===== config.mk =====
export PLATFORM = sky130hd
export DESIGN_NAME = mem_arbiter
export DESIGN_NICKNAME = d
export VERILOG_FILES = /design/src/rtl/mem_arbiter_pkg.sv /design/src/rtl/mem_arbiter_chk.sv /design/src/rtl/mem_arbiter_rr_arbiter2.sv /design/src/rtl/mem_arbiter.sv
export SDC_FILE = /design/constraint.sdc
export NUM_CORES = 1
export LEC_CHECK = 0
export ABC_CLOCK_PERIOD_IN_PS = 1900
export CORE_AREA = 2 2 296 298
export CTS_CLUSTER_DIAMETER = 150
export DETAILED_ROUTE_END_ITERATION = 6
export DIE_AREA = 0 0 298 300
export HOLD_SLACK_MARGIN = 0.02
export PLACE_DENSITY_LB_ADDON = 0.12
export SLEW_MARGIN = 25
export SYNTH_ARGS = -nofsm -noshare
export SYNTH_HDL_FRONTEND = slang
export SYNTH_SLANG_ARGS = --single-unit

===== constraint.sdc =====
create_clock -name clk -period 1.9 [get_ports clk]
set_input_delay 0.285 -clock clk [delete_from_list [all_inputs] [get_ports clk]]
set_output_delay 0.285 -clock clk [all_outputs]
set_load 0.005 [all_outputs]

===== src/rtl/mem_arbiter_pkg.sv =====
// Shared encodings for the main-memory arbiter between the I-cache and D-cache miss paths.
package mem_arbiter_pkg;

   localparam logic [1:0] ARB_IDLE  = 2'd0;
   localparam logic [1:0] ARB_ISSUE = 2'd1;
   localparam logic [1:0] ARB_WAIT  = 2'd2;

   typedef logic owner_t;

   localparam owner_t OWNER_I = 1'b0;
   localparam owner_t OWNER_D = 1'b1;

   function automatic owner_t other_side(input owner_t side);
      return (side == OWNER_I) ? OWNER_D : OWNER_I;
   endfunction

endpackage


===== src/rtl/mem_arbiter_chk.sv =====
// Requester-protocol and grant-exclusivity assertions for mem_arbiter.
module mem_arbiter_chk (
   input logic clk,
   input logic reset,
   input logic ic_req_valid,
   input logic ic_req_ready,
   input logic dc_req_valid,
   input logic dc_req_ready,
   input logic mem_req_valid
);

   ic_hold_a : assert property (@(posedge clk) disable iff (!reset)
      (ic_req_valid && !ic_req_ready) |=> ic_req_valid);

   dc_hold_a : assert property (@(posedge clk) disable iff (!reset)
      (dc_req_valid && !dc_req_ready) |=> dc_req_valid);

   one_grant_a : assert property (@(posedge clk)
      !(ic_req_ready && dc_req_ready));

   no_grant_in_service_a : assert property (@(posedge clk) disable iff (!reset)
      mem_req_valid |-> !(ic_req_ready || dc_req_ready));

endmodule


===== src/rtl/mem_arbiter_rr_arbiter2.sv =====
// Two-way round-robin pick: a tie goes to the side that did not win last time.
import mem_arbiter_pkg::*;

module rr_arbiter2 (
   input  logic   req_i,
   input  logic   req_d,
   input  owner_t last_grant,
   output logic   gnt_valid,
   output owner_t gnt_owner
);

   // Winner selection
   always_comb begin
      gnt_valid = req_i | req_d;
      gnt_owner = OWNER_I;
      if (req_i && req_d) begin
         gnt_owner = other_side(last_grant);
      end else if (req_d) begin
         gnt_owner = OWNER_D;
      end else begin
         gnt_owner = OWNER_I;
      end
   end

endmodule


===== src/rtl/mem_arbiter.sv =====
// Shares the single main-memory port between the I-side and D-side miss paths,
// one outstanding transaction at a time.
import mem_arbiter_pkg::*;

module mem_arbiter #(
   parameter int ADDR_W = 28,
   parameter int DATA_W = 128,
   parameter int MASK_W = DATA_W / 8
) (
   input  logic              clk,
   input  logic              reset,
   input  logic              ic_req_valid,
   input  logic [ADDR_W-1:0] ic_req_addr,
   output logic              ic_req_ready,
   output logic              ic_resp_valid,
   output logic [DATA_W-1:0] ic_resp_data,
   output logic              ic_busy,
   input  logic              dc_req_valid,
   input  logic              dc_req_rnw,
   input  logic [ADDR_W-1:0] dc_req_addr,
   input  logic [DATA_W-1:0] dc_req_wdata,
   input  logic [MASK_W-1:0] dc_req_wmask,
   output logic              dc_req_ready,
   output logic              dc_resp_valid,
   output logic [DATA_W-1:0] dc_resp_data,
   output logic              dc_busy,
   output logic              mem_req_valid,
   input  logic              mem_req_ready,
   output logic              mem_req_rnw,
   output logic [ADDR_W-1:0] mem_req_addr,
   output logic [DATA_W-1:0] mem_req_wdata,
   output logic [MASK_W-1:0] mem_req_wmask,
   input  logic              mem_resp_valid,
   input  logic [DATA_W-1:0] mem_resp_data
);

   logic [1:0]        state_r;
   logic [1:0]        state_nxt_s;
   owner_t            owner_r;
   owner_t            last_grant_r;
   logic              rnw_r;
   logic [ADDR_W-1:0] addr_r;
   logic [DATA_W-1:0] wdata_r;
   logic [MASK_W-1:0] wmask_r;
   logic              gnt_valid_s;
   owner_t            gnt_owner_s;
   logic              grant_s;
   logic              accept_s;
   logic              resp_s;

   rr_arbiter2 u_rr (
      .req_i      (ic_req_valid),
      .req_d      (dc_req_valid),
      .last_grant (last_grant_r),
      .gnt_valid  (gnt_valid_s),
      .gnt_owner  (gnt_owner_s)
   );

   // Nothing is granted or completed while reset is held low.
   assign grant_s  = reset && (state_r == ARB_IDLE)  && gnt_valid_s;
   assign accept_s = reset && (state_r == ARB_ISSUE) && mem_req_ready;
   assign resp_s   = reset && (state_r == ARB_WAIT)  && mem_resp_valid;

   // Next-state sequencing: writes complete at accept, reads wait for data
   always_comb begin
      state_nxt_s = state_r;
      case (state_r)
         ARB_IDLE: begin
            if (grant_s) state_nxt_s = ARB_ISSUE;
            else         state_nxt_s = ARB_IDLE;
         end
         ARB_ISSUE: begin
            if (accept_s) state_nxt_s = rnw_r ? ARB_WAIT : ARB_IDLE;
            else          state_nxt_s = ARB_ISSUE;
         end
         ARB_WAIT: begin
            if (resp_s) state_nxt_s = ARB_IDLE;
            else        state_nxt_s = ARB_WAIT;
         end
         default: state_nxt_s = ARB_IDLE;
      endcase
   end

   // State, ownership and round-robin history
   always_ff @(posedge clk) begin
      if (!reset) begin
         state_r      <= ARB_IDLE;
         owner_r      <= OWNER_I;
         last_grant_r <= OWNER_I;
      end else begin
         state_r <= state_nxt_s;
         if (grant_s) begin
            owner_r      <= gnt_owner_s;
            last_grant_r <= gnt_owner_s;
         end else begin
            owner_r      <= owner_r;
            last_grant_r <= last_grant_r;
         end
      end
   end

   // Request latch; I-side requests are always full-line reads with no mask
   always_ff @(posedge clk) begin
      if (!reset) begin
         rnw_r   <= 1'b0;
         addr_r  <= '0;
         wdata_r <= '0;
         wmask_r <= '0;
      end else if (grant_s && (gnt_owner_s == OWNER_D)) begin
         rnw_r   <= dc_req_rnw;
         addr_r  <= dc_req_addr;
         wdata_r <= dc_req_wdata;
         wmask_r <= dc_req_wmask;
      end else if (grant_s) begin
         rnw_r   <= 1'b1;
         addr_r  <= ic_req_addr;
         wdata_r <= '0;
         wmask_r <= '0;
      end else begin
         rnw_r   <= rnw_r;
         addr_r  <= addr_r;
         wdata_r <= wdata_r;
         wmask_r <= wmask_r;
      end
   end

   assign ic_req_ready  = grant_s && (gnt_owner_s == OWNER_I);
   assign dc_req_ready  = grant_s && (gnt_owner_s == OWNER_D);

   assign mem_req_valid = (state_r == ARB_ISSUE);
   assign mem_req_rnw   = rnw_r;
   assign mem_req_addr  = addr_r;
   assign mem_req_wdata = wdata_r;
   assign mem_req_wmask = wmask_r;

   // Only the valids are steered; data fans out to both sides unconditionally.
   assign ic_resp_valid = resp_s && (owner_r == OWNER_I);
   assign dc_resp_valid = (resp_s && (owner_r == OWNER_D)) || (accept_s && !rnw_r);
   assign ic_resp_data  = mem_resp_data;
   assign dc_resp_data  = mem_resp_data;

   assign ic_busy = ic_req_valid || ((state_r != ARB_IDLE) && (owner_r == OWNER_I));
   assign dc_busy = dc_req_valid || ((state_r != ARB_IDLE) && (owner_r == OWNER_D));

   mem_arbiter_chk u_chk (
      .clk           (clk),
      .reset         (reset),
      .ic_req_valid  (ic_req_valid),
      .ic_req_ready  (ic_req_ready),
      .dc_req_valid  (dc_req_valid),
      .dc_req_ready  (dc_req_ready),
      .mem_req_valid (mem_req_valid)
   );

endmodule


# Yosys cells after proc, flatten, opt, wreduce, memory -nomap -nowiden
# Cells that the tools add are included.
# classes
n_reduce_logical	21
muxes	16
n_eq_ne	2
div	0
n_lt_le_gt_ge	0
bitwise	3
shifts	0
mul	0
add_sub_neg	0
# op_table
operator	n
$mux 128	2
$mux 28	2
$mux 16	2
$logic_and 1x1->1	14
$mux 1	6
$mux 2	3
$pmux 2 s3	1
$reduce_bool 2->1	2
$logic_or 1x1->1	3
$eq 2x1->1 const B	1
$eq 2x2->1 const B	1
$logic_not 2->1	1
$not 1->1	2
$logic_not 1->1	1
$or 1x1->1	1
# totals
inputBits	335
mem_count	0
ramBits	0
elab_cells	48
latchBits	0
rom_bits	0
out_inout_bits	436
regBits	176

# Depth between registers and ports, before layout
# Gate-level depths: netlist of run 1.
# depth
ltp_word	5
ltp_mapped	6
depth_no_buf	3

# By module
# A second synthesis of run 1 with hierarchy kept.
# unflattened
hier_cells	1056
hier_area_um2	9117.5
# modules_own_cells
mod	area_per_inst_um2	cells_per_inst	seq_area_each_um2	instances
mem_arbiter	9103.7	1054	3523.4	1
rr_arbiter2	13.8	2	0.0	1

# Least setup slack after synthesis of run 1
# OpenSTA, ideal clock, no wires.
# synth_timing
path_kind	reg2out
startpoint	register state_r[0]
endpoint	output port dc_req_ready
setup_slack_ns	0.448
path_stages_with_launch	7
t_arrival_ns	1.167
path_buffers	3
path_cell_list	dfxtp_1 -> buf_2 -> nor3b_2 -> buf_2 -> buf_2 -> nand2_1 -> inv_1
# synth_via
elab_chain_cells	4
# synth_lines
element	line	rtl
from (decl)	mem_arbiter.sv:37	logic [1:0] state_r;
from (signal assigned)	mem_arbiter.sv:91	state_r <= state_nxt_s;
$logic_not 2->1	mem_arbiter.sv:60	assign grant_s = reset && (state_r == ARB_IDLE) && gnt_valid_s;
$logic_and 1x1->1 (2 in a row)	mem_arbiter.sv:60	
$logic_and 1x1->1	mem_arbiter.sv:128	assign dc_req_ready = grant_s && (gnt_owner_s == OWNER_D);
to (decl)	mem_arbiter.sv:23	output logic dc_req_ready,
# No other way between the ends.

# Worst setup path in the final report of run 1
# layout_timing
startpoint	register state_r[0]
endpoint	output port ic_req_ready
# layout_via
elab_chain_cells	4
# layout_lines
element	line	rtl
$logic_not 2->1	mem_arbiter.sv:60	
$logic_and 1x1->1 (2 in a row)	mem_arbiter.sv:60	
$logic_and 1x1->1	mem_arbiter.sv:127	assign ic_req_ready = grant_s && (gnt_owner_s == OWNER_I);
to (decl)	mem_arbiter.sv:14	output logic ic_req_ready,
# No other way between the ends.

==> flow_results.org, run 1 <==
** Run status
- Outcome :: complete, no violations

** Synthesis
- Xor and xnor fraction of the mapped netlist area :: 0
- Yosys cell types :: 30
- Share of synthesized cell area in and, or, nand and nor gates :: 0.1195
- Yosys Warn Count :: 0
- In the synthesized netlist the dominant register cell turns out to be sky130_fd_sc_hd__dfxtp_1.
- Synthesis produced 1107 cells.
- Post-synth ARST share :: 0
- Measured against the total synthesized area, the mux share comes to 0.
- Yosys mapped a number of flops with a built-in enable equal to 0.
- The fraction of the mapped netlist area in compound gates came to 0.2133.
- Part of the Yosys area used for sequential elements :: 0.3964
- After synthesis, the mean cell area works out to 8.029 sq um.
- Main combinational cell family by area after synthesis :: buffers and inverters
- After synthesis the netlist holds a flip-flop and latch count of 176.
- Adder-cell share of the synthesized area :: 0
- The mapped netlist covers 8889 sq um.
- The number of nets in the synthesized netlist is 1442.

** Pwr
- Switching power summed over all nets :: 2.828 mW
- The share of total power dissipated in the clock network is 0.384.
- Of the total power, combinational logic draws 0.207.
- Pwr dens :: 734.5 nW/um^2
- Power Internal :: 6.929 mW
- Largest voltage drop on the vdd net :: 0.7038 mV
- Portion of total power attributed to sequential cells :: 0.410
- Switching part of the total :: 0.2899
- Total leakage power :: 4.309 nW

** Final layout
- In the final design database the tool counted 1570 nets.
- Synth-to-layout area growth :: 49.46%
- At the end of the flow the core is filled with cells to 0.1541.
- In the final layout, the share of cells above drive strength 1 is 0.1034.
- The repair_antennas step left the layout with diodes totalling 0.

** CTS
- CTS tree :: built
- Clock-pin slew was measured on the worst setup and hold paths at 0.08 ns.
- Buffers inserted during clock tree synthesis total 17.
- The H-tree was split into 4 levels.
- The later pin in the worst-skew pair is clocked with a latency of 0.51 ns.
- Post-cts hold buffer count :: 0
- CTS sink count :: 176
- The longest clock path from root to sink contains 2 buffers.
- The tree is rooted in a sky130_fd_sc_hd__clkbuf_16.

** Job
- Max-cap violations :: 0

** Die
- In this run the horizontal extent of the chip is 298 microns.
- After floorplanning, the core was sized to cover 86210 sq um.
- In this run the core area contains 108 standard-cell rows.
- The initial utilization of the core area, before any placement, comes to 0.1031.
- DIE HEIGHT :: 300 microns
- 771 I/O pins were placed.
- Die Area :: 89400 sq um

** Timing
- The final-report max-slew violation count is 0.
- Fin Clk Skew :: 0.01000 ns
- For the finished layout, the period the worst path requires is 1.780 ns.
- For this run, the top clock speed supported by timing is 561.6 MHz.
- Relative slew margins :: 0.7470
- Setup violations remaining at the end of the flow were counted as 0.
- Portion of the clock cycle consumed by the worst path in the final layout :: 0.9371
- On the final layout, the worst hold slack is 0.3346 ns.
- RSZ-0062 raised after global routing :: false
- Number of endpoints with negative hold slack in the final report :: 0
- Worst-Margin Slew :: 0.3795 ns

** Min path
- Worst hold path type :: primary input to register
- Hold path startpoint :: dc_req_wdata[86]

** Global routing
- After global routing, the most crowded layer is met2.
- Initial antenna violation count :: 1
- Global routing usage summed across all routing layers :: 0.09306
- First-pass GRT wire length :: 60980 microns
- Met1 usage in global routing :: 0.1044
- The via count of the first global-routing pass was 8655.
- Fraction of met3 tracks used by global routing :: 0.05065
- Met2 Use GR :: 0.1415
- Maximum number of pins on one net before global-route repair :: 53
- Remaining global-route overflow :: 0

** Placement
- Total half-perimeter wirelength after legalization and detailed placement :: 30720 microns
- At the end of routability-driven placement, the weighted congestion stood at 0.7015.
- During placement, the flow inserted port buffers numbering 386.

** Setup path
- Walking the worst path, the cells encountered are nor3b_4 > buf_4 > nand2_2 > nor2_4 > buf_2.
- CP max stage cell :: sky130_fd_sc_hd__dfxtp_4
- WP data required :: 1.62 ns
- The most critical setup path has its startpoint at state_r[0]$_SDFF_PN0_.
- Highest cell delay on the worst timing path :: 0.37 ns
- Start of the worst register-to-register path :: state_r[0]$_SDFF_PN0_
- Critical path start-end classification :: register to primary output
- STA classifies the critical path startpoint as a register.
- Along the worst path, the maximum fanout reaches 6.
- The worst setup path is captured at a primary output.
- Arrival time reported for the critical path endpoint :: 1.50 ns

** Route
- The detailed router finished its first iteration with 340 violations.
- Routed wire length per instance :: 17.47 microns
- Drt pass-1 iters :: 4
- Dividing the detail-routed via count by the number of cells gives 3.428.
- For this block, the via count after detailed routing is 8237.
- The count of nets left with antenna violations once routing finished came out at 0.
- For this run, design rule violations remaining after detail routing come to 0.
- Wire length after detailed routing :: 41970 microns
-- repair_timing --
item,CTS,global route
pin swaps,2,5
setup endpoints to repair,8,8
gates resized for setup,29,9
setup buffers,4,0
-- Yosys cell counts (all sizes together) (2+ instances only) --
cell,count,area (sq um)
inv,3,11.26
a311oi,28,245.2
nand3,145,725.7
buf,303,2188
nor3b,2,20.02
nand2,59,221.5
dfxtp,176,3523
a21oi,175,875.8
clkbuf,51,207.7
nand2b,2,12.51
nor2,6,38.79
o21ai,146,730.7
-- worst max-delay path, delay by kind of cell (launching register included) --
family                 cells  cell delay, ns
and+or+nand+nor            3            0.36
buffers and inverters      2            0.26
DFF                        1            0.37
-- stage by stage --
| step | setup slack, ns | instance area (sq um) | setup TNS [ns] | power, mW | cells |
|---|---|---|---|---|---|
| final | 0.1195 | 13290 | 0 | 9.758 | 2403 |
| after global routing | 0.005977 | 13290 | 0 | 10.35 | 2403 |
| after CTS | -0.02248 | 13280 | -0.02248 | 10.05 | 2404 |
| after detailed placement | -0.3103 | 12670 | -23.49 | 6.150 | 2368 |
| after global placement | -0.2929 | 12670 | -21.03 | 6.161 | 2368 |
| after floorplan | 0.4484 | 8889 | 0 | 5.178 | 1107 |
-- metal layers --
layer  up-vias  share of wire
li1       3824              -
met1      3888           0.40
met2       416           0.45
met3       107           0.10
met4         2          0.041
met5         -         0.0015
-- area by class of cell --
cell class / instances / area (sq um)
Clock buffer: 24 / 491.7
Clock inverter: 8 / 78.83
Fill cell: 9901 / 72930
Inverter: 3 / 16.27
Multi-Input combinational cell: 574 / 3013
Sequential cell: 176 / 3532
Tap cell: 1155 / 1445
Timing Repair Buffer: 463 / 4708
-- cell usage in the layout (no fill, tap or decap), types with 2 or more instances in the layout --
cell type                           n
sky130_fd_sc_hd__clkinv_2           2
sky130_fd_sc_hd__nor2_4             2
sky130_fd_sc_hd__nand2b_1           2
sky130_fd_sc_hd__clkbuf_2           2
sky130_fd_sc_hd__a311oi_1          28
sky130_fd_sc_hd__o21ai_0          124
sky130_fd_sc_hd__o21ai_1           22
sky130_fd_sc_hd__buf_12            23
sky130_fd_sc_hd__clkbuf_1           3
sky130_fd_sc_hd__buf_2              2
sky130_fd_sc_hd__clkdlybuf4s50_1  378
sky130_fd_sc_hd__clkbuf_16         17
sky130_fd_sc_hd__inv_6              2
sky130_fd_sc_hd__clkbuf_8           4
sky130_fd_sc_hd__a21oi_1          175
sky130_fd_sc_hd__nand2_1           57
sky130_fd_sc_hd__nand3_1          144
sky130_fd_sc_hd__clkinvlp_4         4
sky130_fd_sc_hd__dfxtp_1          173
sky130_fd_sc_hd__buf_4             54
sky130_fd_sc_hd__dlygate4sd2_1      2
sky130_fd_sc_hd__nor2_1             2
sky130_fd_sc_hd__dfxtp_4            2
-- cell families after synthesis --
logic type | after synthesis
buffers and inverters | 357
AO/OA/AOI/OAI | 354
AND/OR/NAND/NOR | 220
flip-flops | 176
-- worst paths after layout --
check | end | slack, ns | depth (start not counted)
worst max-delay path | ic_req_ready | 0.12 | 5
worst max register to register | mem_req_wmask[1]$_SDFFE_PN0P_ | 0.17 | 6
worst min-delay path | mem_req_wdata[86]$_SDFFE_PN0P_ | 0.33 | 3
worst min register to register | mem_req_wdata[29]$_SDFFE_PN0P_ | 0.47 | 2
-- sequential cells by signal, indices dropped and copies added, names as in the netlist --
register / count
mem_req_wdata: 128
mem_req_addr: 28
mem_req_wmask: 16
state_r: 2
last_grant_r: 1
mem_req_rnw: 1
-- power groups by stage --
stage / Combinational (mW) / Sequential [mW] / Clock (mW)
after global placement: 2.08 / 4.08 / 0
after global routing: 2.21 / 4.02 / 4.12
after detailed placement: 2.07 / 4.08 / 0
after floorplan: 1.10 / 4.08 / 0
final: 2.02 / 4.00 / 3.74
after CTS: 2.08 / 4.00 / 3.97
No activity file was read; power rests on OpenSTA's default activity.
==> run 2, diff against run 1 <==
Settings changed: GPL_ROUTABILITY_DRIVEN set to 1, PLACE_DENSITY set to 0.46, PLACE_DENSITY_LB_ADDON 0.12 to not set.
==> flow_results.org, run 2 (synthesis gave the netlist of run 1 again) <==
** Global routing
- Global routing usage summed across all routing layers :: 0.08121 (was 0.09306)
- The via count of the first global-routing pass came to 8126 (was 8655).
- The pin count of the biggest net entering global routing is 79 (was 53).
- The initial antenna violation count was 3 (was 1).
- The first-pass GRT wire length was 53560 microns (was 60980 microns).
- Remaining global-route overflow :: 0 (unchanged)

** Setup path
- Arrival time reported for the critical path endpoint :: 1.55 ns (was 1.50 ns)
- The largest incremental delay on the critical path was 0.53 ns (was 0.37 ns).
- WP data required :: 1.62 ns (about the same)
- The kind of capture point of the worst setup path was a primary output (unchanged).
- List of cells traversed by the critical path :: clkdlybuf4s50_1 > buf_4 > a21boi_4 > nor2_2 > buf_4 > clkbuf_2 (was nor3b_4 > buf_4 > nand2_2 > nor2_4 > buf_2)
- Critical path start-end classification :: primary input to primary output (was register to primary output)
- The largest fanout on the critical path is 4 (was 6).
- The depth of the worst register-to-register path is 5 (was 6).
- Gate family responsible for the most delay along the worst path :: buffers and inverters (was flip-flops)
- Logic depth of the worst setup path including buffers :: 6 (was 5)
- The slowest stage cell on the critical path is sky130_fd_sc_hd__clkdlybuf4s50_1 (was sky130_fd_sc_hd__dfxtp_4).
- Startpoint class of the critical path :: primary input (was register)
- Bufs and invs on worst path :: 4 (was 2)
- Start of the worst register-to-register path :: state_r[0]$_SDFF_PN0_ (unchanged)
- The reg2reg setup slack came to 0.12 ns (was 0.17 ns).
- Among the stages of the critical path, the cell type that occurs most often is sky130_fd_sc_hd__buf_4.
- The end of the worst register-to-register path was mem_req_wdata[46]$_SDFFE_PN0P_ (was mem_req_wmask[1]$_SDFFE_PN0P_).

** CTS
- The root buffer cell is sky130_fd_sc_hd__clkbuf_16 (unchanged).
- Max Buffers Root-to-Sink :: 2 (unchanged)
- The number of hold buffers added after CTS is 0 (unchanged).
- Deepest level of the CTS H-tree :: 4 (unchanged)
- The CTS tree is built (unchanged).
- CTS sink count :: 176 (unchanged)
- The clock-pin transition on the worst setup and hold timing paths is 0.07 ns (was 0.08 ns).
- Cts bufs inserted :: 17 (unchanged)
- Insertion delay of the later-clocked pin in the worst-skew pair :: 0.49 ns (was 0.51 ns)

** Timing
- The worst clock skew on the final layout was 0.01329 ns (was 0.01000 ns).
- Number of endpoints with negative hold slack in the final report :: 0 (unchanged)
- The final hold slack is 0.3545 ns (was 0.3346 ns).
- Max Transition Viols Final :: 0 (unchanged)
- Relative slew margins :: 0.7108 (was 0.7470)
- RSZ-0062 raised after global routing: true (was false).
- Highest achievable clock rate :: 543.8 MHz (was 561.6 MHz)
- The measured slew at the worst slew-check pin came to 0.4339 ns (was 0.3795 ns).
- The final period utilization was 0.9678 (was 0.9371).
- The setup-violating endpoint count in the final report is 0 (unchanged).
- The final period demand of the worst path was 1.839 ns (was 1.780 ns).

** Final layout
- The final cell utilization of the core is 0.1521 (was 0.1541).
- Most used cells in the layout excluding fill and tap cells: sky130_fd_sc_hd__clkdlybuf4s50_1, sky130_fd_sc_hd__a21oi_1, sky130_fd_sc_hd__dfxtp_1 (unchanged).
- The number of filler instances in the final layout came to 9864 (was 9901).
- Synth-to-layout area growth :: 47.55% (was 49.46%)
- Final-stage net count :: 1551 (was 1570)
- The share of final-layout standard cells stronger than drive strength 1 was 0.08394 (was 0.1034).
- The flip-flop count of the largest register, all copies and words added came to 128 (unchanged).
- Most common library cell in the layout ignoring fill and taps :: sky130_fd_sc_hd__clkdlybuf4s50_1 (unchanged)

** Run status
- Outcome: complete, no violations (unchanged).

** Die
- The die height is 300 microns (unchanged).
- Io pins :: 771 (unchanged)
- Row Count :: 108 (unchanged)
- Die Area :: 89400 sq um (unchanged)
- The floorplan die width was 298 microns (unchanged).
- CORE AREA :: 86210 sq um (unchanged)
- The initial core utilization was 0.1031 (unchanged).

** Route
- Drc violations :: 0 (unchanged)
- Via density per instance :: 3.462 (was 3.428)
- Wire length after detailed routing :: 38960 microns (was 41970 microns)
- Routed wire length per instance :: 16.35 microns (was 17.47 microns)
- Drt pass-1 iters :: 5 (was 4)
- The initial detailed-routing violation count was 314 (was 340).
- The number of nets with antenna violations after detailed routing was 0 (unchanged).
- The count of vias placed by the detailed router was 8250 (was 8237).

** Pwr
- The highest ir drop seen on vdd is 0.6981 mV (was 0.7038 mV).
- Total Power Consumption :: 9.542 mW (was 9.758 mW)
- The power density over cell area was 727.6 nW/um^2 (was 734.5 nW/um^2).
- Total leakage power :: 4.217 nW (was 4.309 nW)

** Placement
- Number of I/O port buffers :: 386 (unchanged)
- The placer congestion estimate came to 0.8250 (was 0.7015).
- The total half-perimeter wirelength after legalization and detailed placement came to 28040 microns (was 30720 microns).

** Min path
- The endpoint of the worst hold path is mem_req_wdata[119]$_SDFFE_PN0P_ (was mem_req_wdata[86]$_SDFFE_PN0P_).
- The source of the worst hold timing path was dc_req_wdata[119] (was dc_req_wdata[86]).
- The number of instances on the worst hold path came to 3 (unchanged).
- Worst hold path type :: primary input to register (unchanged)

** Job
- Max-cap violations :: 0 (unchanged)
[run 2: cell count changes in the layout (fill, tap and decap cells not counted), moves of 2 or more]
cell,previous run,this run
sky130_fd_sc_hd__dlygate4sd2_1,2,6
sky130_fd_sc_hd__buf_16,0,2
sky130_fd_sc_hd__buf_4,54,36
sky130_fd_sc_hd__clkbuf_8,4,0
sky130_fd_sc_hd__buf_12,23,15
sky130_fd_sc_hd__clkbuf_16,17,20
[run 2: worst min-delay path: cells and delay by family]
family | cells | cell delay [ns]
simple gates | 1 | 0.06
buf+inv | 1 | 0.40
compound gates | 1 | 0.05
[run 2: worst max path at each step]
stage	from	endpoint	slack (ns)
finish	dc_req_valid	ic_req_ready	0.06
global route	state_r[0]$_SDFF_PN0_	ic_req_ready	-0.02
CTS	state_r[1]$_SDFF_PN0_	ic_req_ready	-0.13
detailed placement	dc_req_valid	ic_req_ready	-0.27
global placement	dc_req_valid	ic_req_ready	-0.29
floorplan	state_r[0]$_SDFF_PN0_	dc_req_ready	0.45
[run 2: per-stage QoR]
step	worst slack (ns)	cells	TNS, ns	cell area [sq um]
final	0.06125	2383	0	13120
after floorplan	0.4484	1107	0	8889
after detailed placement	-0.2682	2342	-33.05	12380
after global routing	-0.01959	2382	-0.01959	13110
after CTS	-0.1310	2377	-0.1350	12970
after global placement	-0.2877	2342	-28.66	12380
[run 2: timing repair]
item | 4_1_cts | 5_1_grt
gates resized for setup | 25 | 10
buffers inserted | 5 | 3
pin swaps | 2 | 2
hold endpoints to repair | 0 | 0
gates cloned | 0 | 3
setup endpoints to repair | 10 | 26
[run 2: final cells by class]
cell class | instances | area, sq um | area share
repair buffers | 444 | 4568 | 0.3483
inverters | 3 | 16.27 | 0.001240
well taps | 1155 | 1445 | 0.1102
flip-flops and latches | 176 | 3532 | 0.2693
clock buffers | 21 | 440.4 | 0.03358
clock inverters | 9 | 112.6 | 0.008586
multi-input cells | 574 | 2998 | 0.2286
diodes | 1 | 2.502 | 0.0001908
[run 2: report_power, final]
group,internal (mW),switching [mW]
registers,3.89,0.116
logic,1.08,0.901
clock network,1.92,1.64
total,6.88,2.66
[run 2: metal layers]
metal  share of wire  track usage  vias to the layer above
met5          0.0027     0.005820                        -
met1            0.39      0.08888                     3858
met4           0.048      0.05073                        8
li1                -            -                     3784
met3            0.13      0.05260                      111
met2            0.43       0.1155                      489
